## config.mk

```make
export PLATFORM = sky130hd
export DESIGN_NAME = ir_queue
export DESIGN_NICKNAME = d
export VERILOG_FILES = /design/src/rtl/ir_queue_pkg.sv /design/src/rtl/ir_queue_mem.sv /design/src/rtl/ir_queue.sv
export SDC_FILE = /design/constraint.sdc
export NUM_CORES = 1
export LEC_CHECK = 0
export CORE_ASPECT_RATIO = 0.7
export CORE_UTILIZATION = 54
export CTS_BUF_LIST = sky130_fd_sc_hd__clkbuf_4
export DETAILED_ROUTE_END_ITERATION = 8
export PLACE_DENSITY_LB_ADDON = 0.15
export SLEW_MARGIN = 20
export SYNTH_ARGS = -nofsm -noshare
export SYNTH_HDL_FRONTEND = slang
export SYNTH_HIERARCHICAL = 1
export SYNTH_SLANG_ARGS = --single-unit
```

## constraint.sdc

```tcl
create_clock -name clk -period 3.85 [get_ports clk]
set_clock_uncertainty 0.15 [all_clocks]
set_input_delay 0.77 -clock clk [delete_from_list [all_inputs] [get_ports clk]]
set_output_delay 0.77 -clock clk [all_outputs]
set_load 0.02 [all_outputs]
```

## src/rtl/ir_queue_pkg.sv

```systemverilog
// Shared definitions for the instruction-register prefetch queue:
// default geometry, rIR reset value and the count-width helper.
package ir_queue_pkg;

  localparam int unsigned IR_DEF_WIDTH = 8;
  localparam int unsigned IR_DEF_DEPTH = 4;
  localparam int unsigned IR_RESET_VAL = 0;

  // Bits needed to hold 0..depth inclusive.
  function automatic int unsigned irCountWidth(input int unsigned depth);
    return $clog2(depth + 1);
  endfunction

endpackage

```

## src/rtl/ir_queue_mem.sv

```systemverilog
// DEPTH x WIDTH register array: synchronous write, asynchronous read.
module ir_queue_mem #(
  parameter int unsigned WIDTH = 8,
  parameter int unsigned DEPTH = 4
) (
  input  logic                     clk,
  input  logic                     wr_en,
  input  logic [$clog2(DEPTH)-1:0] wr_addr,
  input  logic [WIDTH-1:0]         wr_data,
  input  logic [$clog2(DEPTH)-1:0] rd_addr,
  output logic [WIDTH-1:0]         rd_data
);

  logic [WIDTH-1:0] mem [DEPTH];

  // Storage write; contents are qualified by the pointers, so no reset needed.
  always_ff @(posedge clk) begin
    if (wr_en) begin
      mem[wr_addr] <= wr_data;
    end
  end

  assign rd_data = mem[rd_addr];

endmodule

```

## src/rtl/ir_queue.sv

```systemverilog
// Instruction register fronted by a prefetch queue with flush and sticky
// overflow/underflow flags.
// Optional build macro IR_QUEUE_BYPASS_EN: when the queue is empty and push
// and wIR coincide, nIR goes straight into rIR without being stored.
module ir_queue
  import ir_queue_pkg::*;
#(
  parameter int unsigned WIDTH = IR_DEF_WIDTH,
  parameter int unsigned DEPTH = IR_DEF_DEPTH
) (
  input  logic                             clk,
  input  logic                             rst_n,
  input  logic                             flush,
  input  logic                             push,
  input  logic [WIDTH-1:0]                 nIR,
  input  logic                             wIR,
  output logic [WIDTH-1:0]                 rIR,
  output logic [WIDTH-1:0]                 head,
  output logic                             empty,
  output logic                             full,
  output logic [irCountWidth(DEPTH)-1:0]   count,
  output logic                             ovf,
  output logic                             udf
);

  localparam int unsigned PtrW = $clog2(DEPTH);
  localparam int unsigned CntW = irCountWidth(DEPTH);

  logic [PtrW-1:0]  rdPtrQ, rdPtrD, wrPtrQ, wrPtrD;
  logic [CntW-1:0]  countQ, countD;
  logic [WIDTH-1:0] rIRQ, rIRD, rdData;
  logic             ovfQ, ovfD, udfQ, udfD;
  logic             popEn, pushEn, bypass;

  assign empty = (countQ == '0);
  assign full  = (countQ == CntW'(DEPTH));

`ifdef IR_QUEUE_BYPASS_EN
  assign bypass = !flush & empty & push & wIR;
`else
  assign bypass = 1'b0;
`endif

  assign popEn  = !flush & wIR & !empty;
  // A pop in the same cycle frees the slot, so a full queue still accepts.
  assign pushEn = !flush & push & !bypass & (!full | popEn);

  ir_queue_mem #(
    .WIDTH (WIDTH),
    .DEPTH (DEPTH)
  ) uMem (
    .clk     (clk),
    .wr_en   (pushEn),
    .wr_addr (wrPtrQ),
    .wr_data (nIR),
    .rd_addr (rdPtrQ),
    .rd_data (rdData)
  );

  // Next-state: pointers, count, rIR and sticky flags.
  always_comb begin
    rdPtrD = rdPtrQ;
    wrPtrD = wrPtrQ;
    countD = countQ;
    rIRD   = rIRQ;
    ovfD   = ovfQ;
    udfD   = udfQ;
    if (flush) begin
      rdPtrD = '0;
      wrPtrD = '0;
      countD = '0;
    end else begin
      if (popEn) begin
        rdPtrD = rdPtrQ + 1'b1;
        rIRD   = rdData;
      end else if (bypass) begin
        rIRD = nIR;
      end
      if (pushEn) begin
        wrPtrD = wrPtrQ + 1'b1;
      end
      unique case ({pushEn, popEn})
        2'b10:   countD = countQ + 1'b1;
        2'b01:   countD = countQ - 1'b1;
        default: countD = countQ;
      endcase
      if (push && full && !popEn) begin
        ovfD = 1'b1;
      end
      if (wIR && empty && !bypass) begin
        udfD = 1'b1;
      end
    end
  end

  // State register with asynchronous active-low reset.
  always_ff @(posedge clk or negedge rst_n) begin
    if (!rst_n) begin
      rdPtrQ <= '0;
      wrPtrQ <= '0;
      countQ <= '0;
      rIRQ   <= WIDTH'(IR_RESET_VAL);
      ovfQ   <= 1'b0;
      udfQ   <= 1'b0;
    end else begin
      rdPtrQ <= rdPtrD;
      wrPtrQ <= wrPtrD;
      countQ <= countD;
      rIRQ   <= rIRD;
      ovfQ   <= ovfD;
      udfQ   <= udfD;
    end
  end

  assign head  = empty ? '0 : rdData;
  assign rIR   = rIRQ;
  assign count = countQ;
  assign ovf   = ovfQ;
  assign udf   = udfQ;

endmodule

```

==> impl_metrics.py, run 1 <==
metrics = {
    "outcome": {
        "outcome": "completed",
    },
    "global_routing": {
        "track_usage_pct": 20.06,
        "antenna_found_initial": 0,
        "grt_max_degree": 18,
        "overflow": 0,
        "grt_pass1_vias": 1137,
        "grt_pass1_wl_mm": 5.975,
    },
    "sta": {
        "drv_slew": 0,
        "post-route-period-util_pct": 86.51,
        "fin_ws_ns": 0.5195,
        "rsz0062_at_grt": "no",
        "period_needed_ns": 3.331,
        "max_freq_ghz": 0.3003,
        "slew_headroom_pct": 49.26,
        "worstMarginPinSlew_ns": 0.7587,
        "setup-violations-final": 0,
        "final_hold_viol_count": 0,
        "fin_setup_tns_ns": 0,
    },
    "critical_path": {
        "ff2ff_setup_slack_ns": 0.84,
        "path_buf_inv": 1,
        "path_class": "register to output port",
        "path_cells": "mux4_2 -> and2_1 -> clkdlybuf4s50_1",
        "start_kind": "register",
        "cp_slowest_cell": "dfrtp_1",
        "cp_data_required_time_ns": 2.93,
        "rr_endpoint": "count[2]",
        "critPathMaxFanout": 10,
        "cpPeakStageDelay_ns": 0.74,
        "endpoint_kind": "output port",
        "crit_family": "flip-flops",
        "reg2reg_depth": 7,
        "cp.arrival_ns": 2.41,
        "r2r_start": "count[0]",
    },
    "routing": {
        "viasPerCell": 5.470,
        "drt_wl_total_mm": 3.725,
        "wl_per_cell_um": 17.01,
        "vias": 1198,
        "drtIter0Drc": 62,
        "drt_pass1_iterations": 4,
        "ant_nets": 0,
        "drcViolationCount": 0,
    },
    "worst_hold_path": {
        "whs_path_depth": 1,
        "whs_endpoint": "ovf",
        "hold_start": "ovf",
        "hp-class": "register to register",
    },
    "floorplanning": {
        "boundaryPins": 36,
        "die_w_um": 76.66,
        "initial_core_util_pct": 58.11,
        "die_area_um2": 4160,
        "fp-row-count": 18,
        "die_h_um": 54.26,
        "coreArea_um2": 3626,
    },
    "pwr": {
        "ir_worst_vdd_uv": 290.8,
        "power.density_nw_per_um2": 486.1,
        "p_total_w": 0.001245,
        "leakage_nw": 0.9318,
    },
    "clock_network": {
        "cts.sinks": 49,
        "htree_levels": 2,
        "cts_tree": "done",
        "clkTransAtPathRegs_ns": 0.15,
        "root_buffer": "clkbuf_4",
        "cts_setup_buffers": 0,
        "numCtsBuffers": 5,
        "cts_buffer_depth": 2,
        "hold_buffers": 0,
        "clock_latency_ns": 0.36,
        "cts_resized": 0,
    },
    "yosys": {
        "ys_ff_latch": 49,
        "netlist_area_um2": 2107,
        "synth_edf_count": 32,
        "async_reset_ff_share_pct": 34.69,
        "synth.distinct_cells": 34,
        "synthesis.nets": 144,
        "yosysWarnings": 6,
        "synth_cells": 130,
        "synth_flop_cell": "edfxtp_1",
        "yosysSeqAreaShare_pct": 65.80,
        "syn_area_per_cell_um2": 16.21,
    },
    "final_layout": {
        "fin_area_um2": 2561,
        "area_growth_syn_to_layout_pct": 21.56,
        "n_antenna_cell": 0,
        "drive_gt1_share_pct": 18.93,
        "layout_common_cells": "clkdlybuf4s50_1, edfxtp_1, dfrtp_1, nor2_1, and2_1",
        "final_nets": 182,
        "final_common_cell": "clkdlybuf4s50_1",
    },
    "placed_design": {
        "gp_congestion": 0.6704,
        "hpwlAfterDp_mm": 2.751,
        "dpl_cell_area_um2": 2499,
        "dp_slack_ns": 0.5459,
        "portBuffers": 35,
    },
    "run": {
        "cap_violations": 0,
    },
}
==> synthesized netlist by cell type, types with 2 or more instances <==
cell type,instances,area (µm²)
edfxtp_1,32,960.9
dfrtp_1,17,425.4
nor2_1,11,41.29
and2_1,9,56.30
mux2_4,8,120.1
mux4_2,8,180.2
xor2_1,4,35.03
inv_1,3,11.26
nand2_1,3,11.26
nand3_1,3,15.01
a31o_2,2,17.52
a31oi_1,2,12.51
and3_1,2,12.51
and3b_1,2,17.52
buf_6,2,22.52
clkbuf_1,2,7.510
nor3b_1,2,15.01
xnor2_1,2,17.52
==> worst max-delay path by stage <==
stage | startpoint | to | depth (start not counted)
after detailed placement | flush | count[2] | 8
final | rdPtrQ[0] | head[7] | 3
after CTS | rdPtrQ[0] | head[6] | 3
after global placement | flush | count[2] | 8
after floorplan | flush | count[2] | 9
after global routing | rdPtrQ[0] | head[2] | 3
==> layer usage <==
layer,track usage (%),routed length [µm],up-vias
li1,-,-,558
met1,28.56,1830,591
met2,31.70,1662,44
met3,5.167,199,5
met4,4.808,32,0
met5,0,0,-
==> state kept, by name (all words and copies together), names as in the netlist <==
name,cells
uMem/mem,32
rIR,8
count,3
wrPtrQ,2
ovf,1
udf,1
rdPtrQ,2
==> cell type report <==
class,instances,area [µm²]
Clock buffer,5,37.54
Clock inverter,3,25.02
Fill cell,251,1065
Inverter,3,11.26
Multi-Input combinational cell,71,665.6
Sequential cell,49,1386
Tap cell,50,62.56
Timing Repair Buffer,38,372.9
==> through the flow <==
stage	util [%]	hold WS, ns	instances
final	70.63	0.3330	219
after detailed placement	68.91	0.3047	211
after floorplan	-	0.3244	130
after global routing	70.63	0.3628	219
after CTS	70.63	0.3378	219
after global placement	68.91	0.3003	211
==> power breakdown <==
part | leakage [nW] | switching, W | internal (W)
Sequential | 0.503 | 0.0000435 | 0.000619
Combinational | 0.397 | 0.000147 | 0.000191
Clock | 0.0318 | 0.000170 | 0.0000748
==> cells by family after synthesis <==
| kind of cell | count (synthesis) | share of synthesized area [%] |
|---|---|---|
| DFF | 49 | 65.80 |
| and+or+nand+nor | 39 | 10.87 |
| muxes | 16 | 14.25 |
| buffers and inverters | 10 | 2.612 |
| AOI/OAI and AO/OA | 9 | 3.028 |
| xor gates and xnor gates | 6 | 2.494 |
| adders and majority gates | 1 | 0.9502 |
(Power assumes the default switching activity.)
==> run 2, diff against run 1 <==
Settings changed: PLACE_DENSITY set to 0.82, PLACE_DENSITY_LB_ADDON 0.15 to not set.
==> run 2 against run 1 <==
Effect of this change:
- final cell count stayed put
- clock power rose by 26%
- combinational power hardly changed
- global-route usage is 0.071 points higher
- critical path type unchanged
- largest power group unchanged
==> impl_metrics.py, run 2 (synthesis results as in run 1) <==
metrics = {
    "outcome": {
        "outcome": "completed",
    },
    "final_layout": {
        "final_common_cell": "clkdlybuf4s50_1",
        "drive_gt1_share_pct": 18.93,
        "largest_reg_flops": 32,
        "layout_common_cells": "clkdlybuf4s50_1, edfxtp_1, dfrtp_1, nor2_1, and2_1",
        "nFillCells": 234,
        "largest_register": "uMem/mem",
        "final_nets": 182,
        "n_antenna_cell": 0,
        "area_growth_syn_to_layout_pct": 22.57,
    },
    "critical_path": {
        "cpPeakStageDelay_ns": 0.74,
        "start_kind": "register",
        "cp_data_required_time_ns": 2.93,
        "path_class": "register to output port",
        "crit_family": "flip-flops",
        "path_cells": "mux4_2 -> and2_1 -> clkdlybuf4s50_1",
        "reg2reg_depth": 7,
        "critPathMaxFanout": 10,
        "endpoint_kind": "output port",
        "crit_path_start": "rdPtrQ[0]",
        "cp.arrival_ns": 2.44,
        "r2r_start": "count[0]",
        "rr_endpoint": "count[2]",
        "cp_slowest_cell": "dfrtp_1",
        "path_buf_inv": 1,
        "ff2ff_setup_slack_ns": 0.88,
    },
    "global_routing": {
        "grt_pass1_wl_mm": 5.692,
        "grt_max_degree": 18,
        "track_usage_pct": 20.13,
        "overflow": 0,
        "antenna_found_initial": 0,
        "grt_pass1_vias": 1093,
    },
    "clock_network": {
        "numCtsBuffers": 5,
        "clock_latency_ns": 0.37,
        "cts.sinks": 49,
        "htree_levels": 2,
        "root_buffer": "clkbuf_4",
        "cts_tree": "done",
        "cts_buffer_depth": 2,
        "clkTransAtPathRegs_ns": 0.13,
        "cts_resized": 0,
        "hold_buffers": 0,
        "cts_setup_buffers": 0,
    },
    "sta": {
        "rsz0062_at_grt": "no",
        "final_hold_viol_count": 0,
        "period_needed_ns": 3.358,
        "post-route-period-util_pct": 87.21,
        "setup-violations-final": 0,
        "drv_slew": 0,
        "slew_headroom_pct": 51.23,
        "max_freq_ghz": 0.2978,
        "fin_ws_ns": 0.4925,
        "fin_setup_tns_ns": 0,
        "worstMarginPinSlew_ns": 0.7293,
    },
    "worst_hold_path": {
        "whs_path_depth": 1,
        "hold_start": "ovf",
        "hp-class": "register to register",
        "whs_endpoint": "ovf",
    },
    "placed_design": {
        "gp_congestion": 0.7490,
        "hpwlAfterDp_mm": 2.576,
        "dp_slack_ns": 0.5959,
        "portBuffers": 35,
    },
    "routing": {
        "drt_wl_total_mm": 3.585,
        "drtIter0Drc": 101,
        "vias": 1156,
        "viasPerCell": 5.279,
        "drt_pass1_iterations": 4,
        "wl_per_cell_um": 16.37,
        "ant_nets": 0,
        "drcViolationCount": 0,
    },
    "floorplanning": {
        "coreArea_um2": 3626,
        "die_w_um": 76.66,
        "fp-row-count": 18,
        "initial_core_util_pct": 58.11,
        "die_area_um2": 4160,
        "boundaryPins": 36,
        "die_h_um": 54.26,
    },
    "pwr": {
        "leakage_nw": 0.9458,
        "p_total_w": 0.001306,
        "power.density_nw_per_um2": 505.6,
        "ir_worst_vdd_uv": 306.4,
    },
    "run": {
        "cap_violations": 0,
    },
}
[run 2: per-stage QoR]
stage / cells / utilization (%) / instance area (µm²) / hold slack [ns]
5_1_grt: 219 / 71.22 / 2582 / 0.3725
4_1_cts: 219 / 71.22 / 2582 / 0.3509
6_report: 219 / 71.22 / 2582 / 0.3451
3_5_place_dp: 211 / 68.91 / 2499 / 0.3195
2_1_floorplan: 130 / - / 2107 / 0.3244
3_3_place_gp: 211 / 68.91 / 2499 / 0.2994
[run 2: worst max-delay path by stage]
stage               end  slack [ns]  cells past startpoint
3_5_place_dp   count[2]        0.60                      8
6_report        head[6]        0.49                      3
3_3_place_gp   count[2]        0.63                      8
5_1_grt         head[4]        0.38                      3
4_1_cts         head[6]        0.45                      3
2_1_floorplan  count[2]        0.81                      9
[run 2: cell type report]
cell class	count	area (µm²)	share of cell area (%)
Sequential cell	49	1386	53.68
Multi-Input combinational cell	71	665.6	25.78
Timing Repair Buffer	38	372.9	14.44
Tap cell	50	62.56	2.422
Clock buffer	6	45.04	1.744
Clock inverter	2	38.79	1.502
Inverter	3	11.26	0.4360
[run 2: power by group]
group / switching [W] / internal [W] / total, W
logic: 0.000147 / 0.000191 / 0.000338
clock network: 0.000163 / 0.000145 / 0.000308
registers: 0.0000411 / 0.000619 / 0.000660
[run 2: worst register-to-register path, stage by stage (launching register included)]
cell and delay, ns:
dfrtp_1 0.51, or3_4 0.49, and3_4 0.27, nor2b_1 0.16
fa_1 0.39, or3b_2 0.46, or3_1 0.32, a31oi_1 0.16
[run 2: per-layer routing]
metal | part of all wire, % | wire length, µm | vias to the layer above | GRT usage (%)
met1 | 47 | 1689 | 559 | 27.27
met2 | 46 | 1656 | 32 | 30.36
met4 | 2.3 | 84 | 0 | 12.50
met5 | 0 | 0 | - | 0
met3 | 4.3 | 155 | 7 | 4.833
li1 | - | - | 558 | -
==> run 3, diff against run 2 <==
Settings changed: ABC_AREA set to 1, CORE_UTILIZATION 54 to 55, PLACE_DENSITY 0.82 to 0.83, SLEW_MARGIN 20 to 15.
==> run 3 against run 2 <==
Effect of this change:
- area after synthesis rose by 7.2%
- final cell count up 50%
- largest power group unchanged
- critical endpoint is now head[7]
- via count increased by 42%
- maximum frequency up 5.2%
- die area is 5.1% higher
- power shrank 9.8%
- sequential cell count is the same
- utilization is 2.0 points lower
- synthesized cell count increased by 82%
- first-iteration DRC count grew 50%
==> impl_metrics.py, run 3 <==
metrics = {
    "final_layout": {
        "drive_gt1_share_pct": 8.303,
        "final_nets": 290,
        "area_growth_syn_to_layout_pct": 20.17,
        "n_antenna_cell": 0,
        "layout_common_cells": "nand2_1, inv_1, clkdlybuf4s50_1, edfxtp_1, nand3_1",
        "largest_reg_flops": 32,
        "final_common_cell": "nand2_1",
        "fin_area_um2": 2714,
        "largest_register": "uMem/mem",
        "utilization_pct": 69.19,
    },
    "pwr": {
        "seqPwrFrac_pct": 54.9,
        "p_total_w": 0.001177,
        "ir_worst_vdd_uv": 290.1,
        "power_switching_w": 0.0003464,
        "p_clk_share_pct": 20.0,
        "p_comb_share_pct": 25.0,
        "leakage_nw": 1.283,
        "switching_share_pct": 29.43,
        "power.density_nw_per_um2": 433.8,
        "p_int_w": 0.0008308,
    },
    "clock_network": {
        "htree_levels": 2,
        "cts_resized": 0,
        "clkTransAtPathRegs_ns": 0.13,
        "root_buffer": "clkbuf_4",
        "cts_buffer_depth": 2,
        "hold_buffers": 0,
        "numCtsBuffers": 5,
        "clock_latency_ns": 0.35,
        "cts_tree": "done",
        "cts_setup_buffers": 0,
        "cts.sinks": 49,
    },
    "sta": {
        "fin_ws_ns": 0.6580,
        "drv_slew": 0,
        "period_needed_ns": 3.192,
        "slew_headroom_pct": 46.22,
        "final_hold_viol_count": 0,
        "rsz0062_at_grt": "no",
        "post-route-period-util_pct": 82.91,
        "max_freq_ghz": 0.3133,
        "fin_setup_tns_ns": 0,
        "setup-violations-final": 0,
        "worstMarginPinSlew_ns": 0.8042,
    },
    "yosys": {
        "async_reset_ff_share_pct": 34.69,
        "yosysTopAreaCell": "edfxtp_1",
        "synth_mux_area_share_pct": 0,
        "synth_flop_cell": "edfxtp_1",
        "yosysSeqAreaShare_pct": 61.39,
        "yosysWarnings": 6,
        "synth_cells": 236,
        "synth_area_leaders": "edfxtp_1, dfrtp_1, nand2_1",
        "synth_top_family_by_area": "simple AND/OR/NAND/NOR gates",
        "synth_edf_count": 32,
        "syn_area_per_cell_um2": 9.570,
        "synth.distinct_cells": 26,
        "synth_compound_area_share_pct": 3.546,
        "synth.most_common_cell": "nand2_1",
        "yosys.area_share.simple_pct": 21.16,
        "yosys.area.top_type_share_pct": 42.55,
        "synthXorXnorAreaFrac_pct": 1.163,
        "synthesis.nets": 250,
        "synth_commonest_cells": "nand2_1, inv_1, edfxtp_1, nand3_1, dfrtp_1",
        "netlist_area_um2": 2258,
        "ys_ff_latch": 49,
        "synthAdderAreaFrac_pct": 0.8864,
    },
    "placed_design": {
        "portBuffers": 35,
        "dp_slack_ns": 0.9717,
        "hpwlAfterDp_mm": 3.212,
        "gp_congestion": 0.8485,
        "dpl_cell_area_um2": 2656,
    },
    "floorplanning": {
        "die_w_um": 78.59,
        "fp-row-count": 19,
        "coreArea_um2": 3923,
        "die_area_um2": 4370,
        "boundaryPins": 36,
        "die_h_um": 55.61,
        "initial_core_util_pct": 57.58,
    },
    "worst_hold_path": {
        "whs_endpoint": "udf",
        "whs_path_depth": 1,
        "hp-class": "register to register",
        "hold_start": "udf",
    },
    "critical_path": {
        "cpPeakStageDelay_ns": 0.71,
        "reg2reg_depth": 9,
        "r2r_start": "count[0]",
        "critPathMaxFanout": 18,
        "cp_slowest_cell": "dfrtp_1",
        "path_cells": "inv_4 -> nand2_1 -> nand3_1 -> nand2_1 -> inv_1 -> nor2_1 -> clkdlybuf4s50_1",
        "path_class": "register to output port",
        "ff2ff_setup_slack_ns": 1.83,
        "crit_path_start": "rdPtrQ[0]",
        "worst_path_most_repeated_cell": "nand2_1",
        "start_kind": "register",
        "cp_data_required_time_ns": 2.93,
        "endpoint_kind": "output port",
        "rr_endpoint": "uMem/mem[0][5]",
        "cp.arrival_ns": 2.27,
    },
    "routing": {
        "viasPerCell": 4.973,
        "drtIter0Drc": 151,
        "vias": 1636,
        "drt_wl_total_mm": 4.294,
        "wl_per_cell_um": 13.05,
        "drt_pass1_iterations": 4,
        "drcViolationCount": 0,
        "ant_nets": 0,
    },
    "global_routing": {
        "grt_pass1_vias": 1471,
        "globalRouteMet1Util_pct": 36.30,
        "overflow": 0,
        "antenna_found_initial": 0,
        "grt_pass1_wl_mm": 7.182,
        "grt_busiest_layer": "met1",
        "met3_usage_pct": 3.934,
        "track_usage_pct": 22.28,
        "grt_util_met2_pct": 29.69,
        "grt_max_degree": 24,
    },
    "run": {
        "cap_violations": 0,
    },
    "outcome": {
        "outcome": "completed",
    },
}
-- run 3: power groups by stage --
stage | sequential, W | combinational, W | clock [W]
4_1_cts | 0.000647 | 0.000297 | 0.000239
3_3_place_gp | 0.000657 | 0.000293 | 0
5_1_grt | 0.000654 | 0.000322 | 0.000267
6_report | 0.000647 | 0.000295 | 0.000236
2_1_floorplan | 0.000700 | 0.000113 | 0
3_5_place_dp | 0.000658 | 0.000296 | 0
-- run 3: through the flow --
stage | instances | hold WS (ns)
2_1_floorplan | 236 | 0.3244
3_3_place_gp | 321 | 0.2934
3_5_place_dp | 321 | 0.3229
4_1_cts | 329 | 0.3506
5_1_grt | 329 | 0.3716
6_report | 329 | 0.3453
-- run 3: worst max-delay path by stage --
stage                          end  slack (ns)  cells past startpoint
floorplan           uMem/mem[0][0]        1.40                      6
global placement    uMem/mem[0][0]        0.98                      9
detailed placement  uMem/mem[0][0]        0.97                      9
CTS                        head[7]        0.64                      7
global route               head[3]        0.46                      7
finish                     head[7]        0.66                      7
-- run 3: layout make-up --
class / instances / area (µm²)
fillers: 311 / 1209
clock inverters: 1 / 5.005
repair buffers: 39 / 380.4
clock buffers: 7 / 52.55
flip-flops and latches: 49 / 1386
well taps: 52 / 65.06
multi-input cells: 123 / 604.3
inverters: 58 / 220.2
-- run 3: worst max-delay path: cells and delay by family (launching register included) --
kind	cells	cell delay (ns)
buf+inv	3	0.83
flops	1	0.71
simple gates	4	0.37
-- run 3: layer usage --
layer	share of wire, %	vias up
met1	50	777
met5	0	-
met4	0.93	0
li1	-	812
met2	44	43
met3	5.2	4
-- run 3: cell families (layout without fill, tap and decap cells) --
group	Yosys count	count (layout)
adder cells (fa/ha/maj)	1	1
AND/OR/NAND/NOR	105	105
AO/OA/AOI/OAI	14	14
XOR/XNOR	3	3
flip-flops	49	49
buffers and inverters	64	105
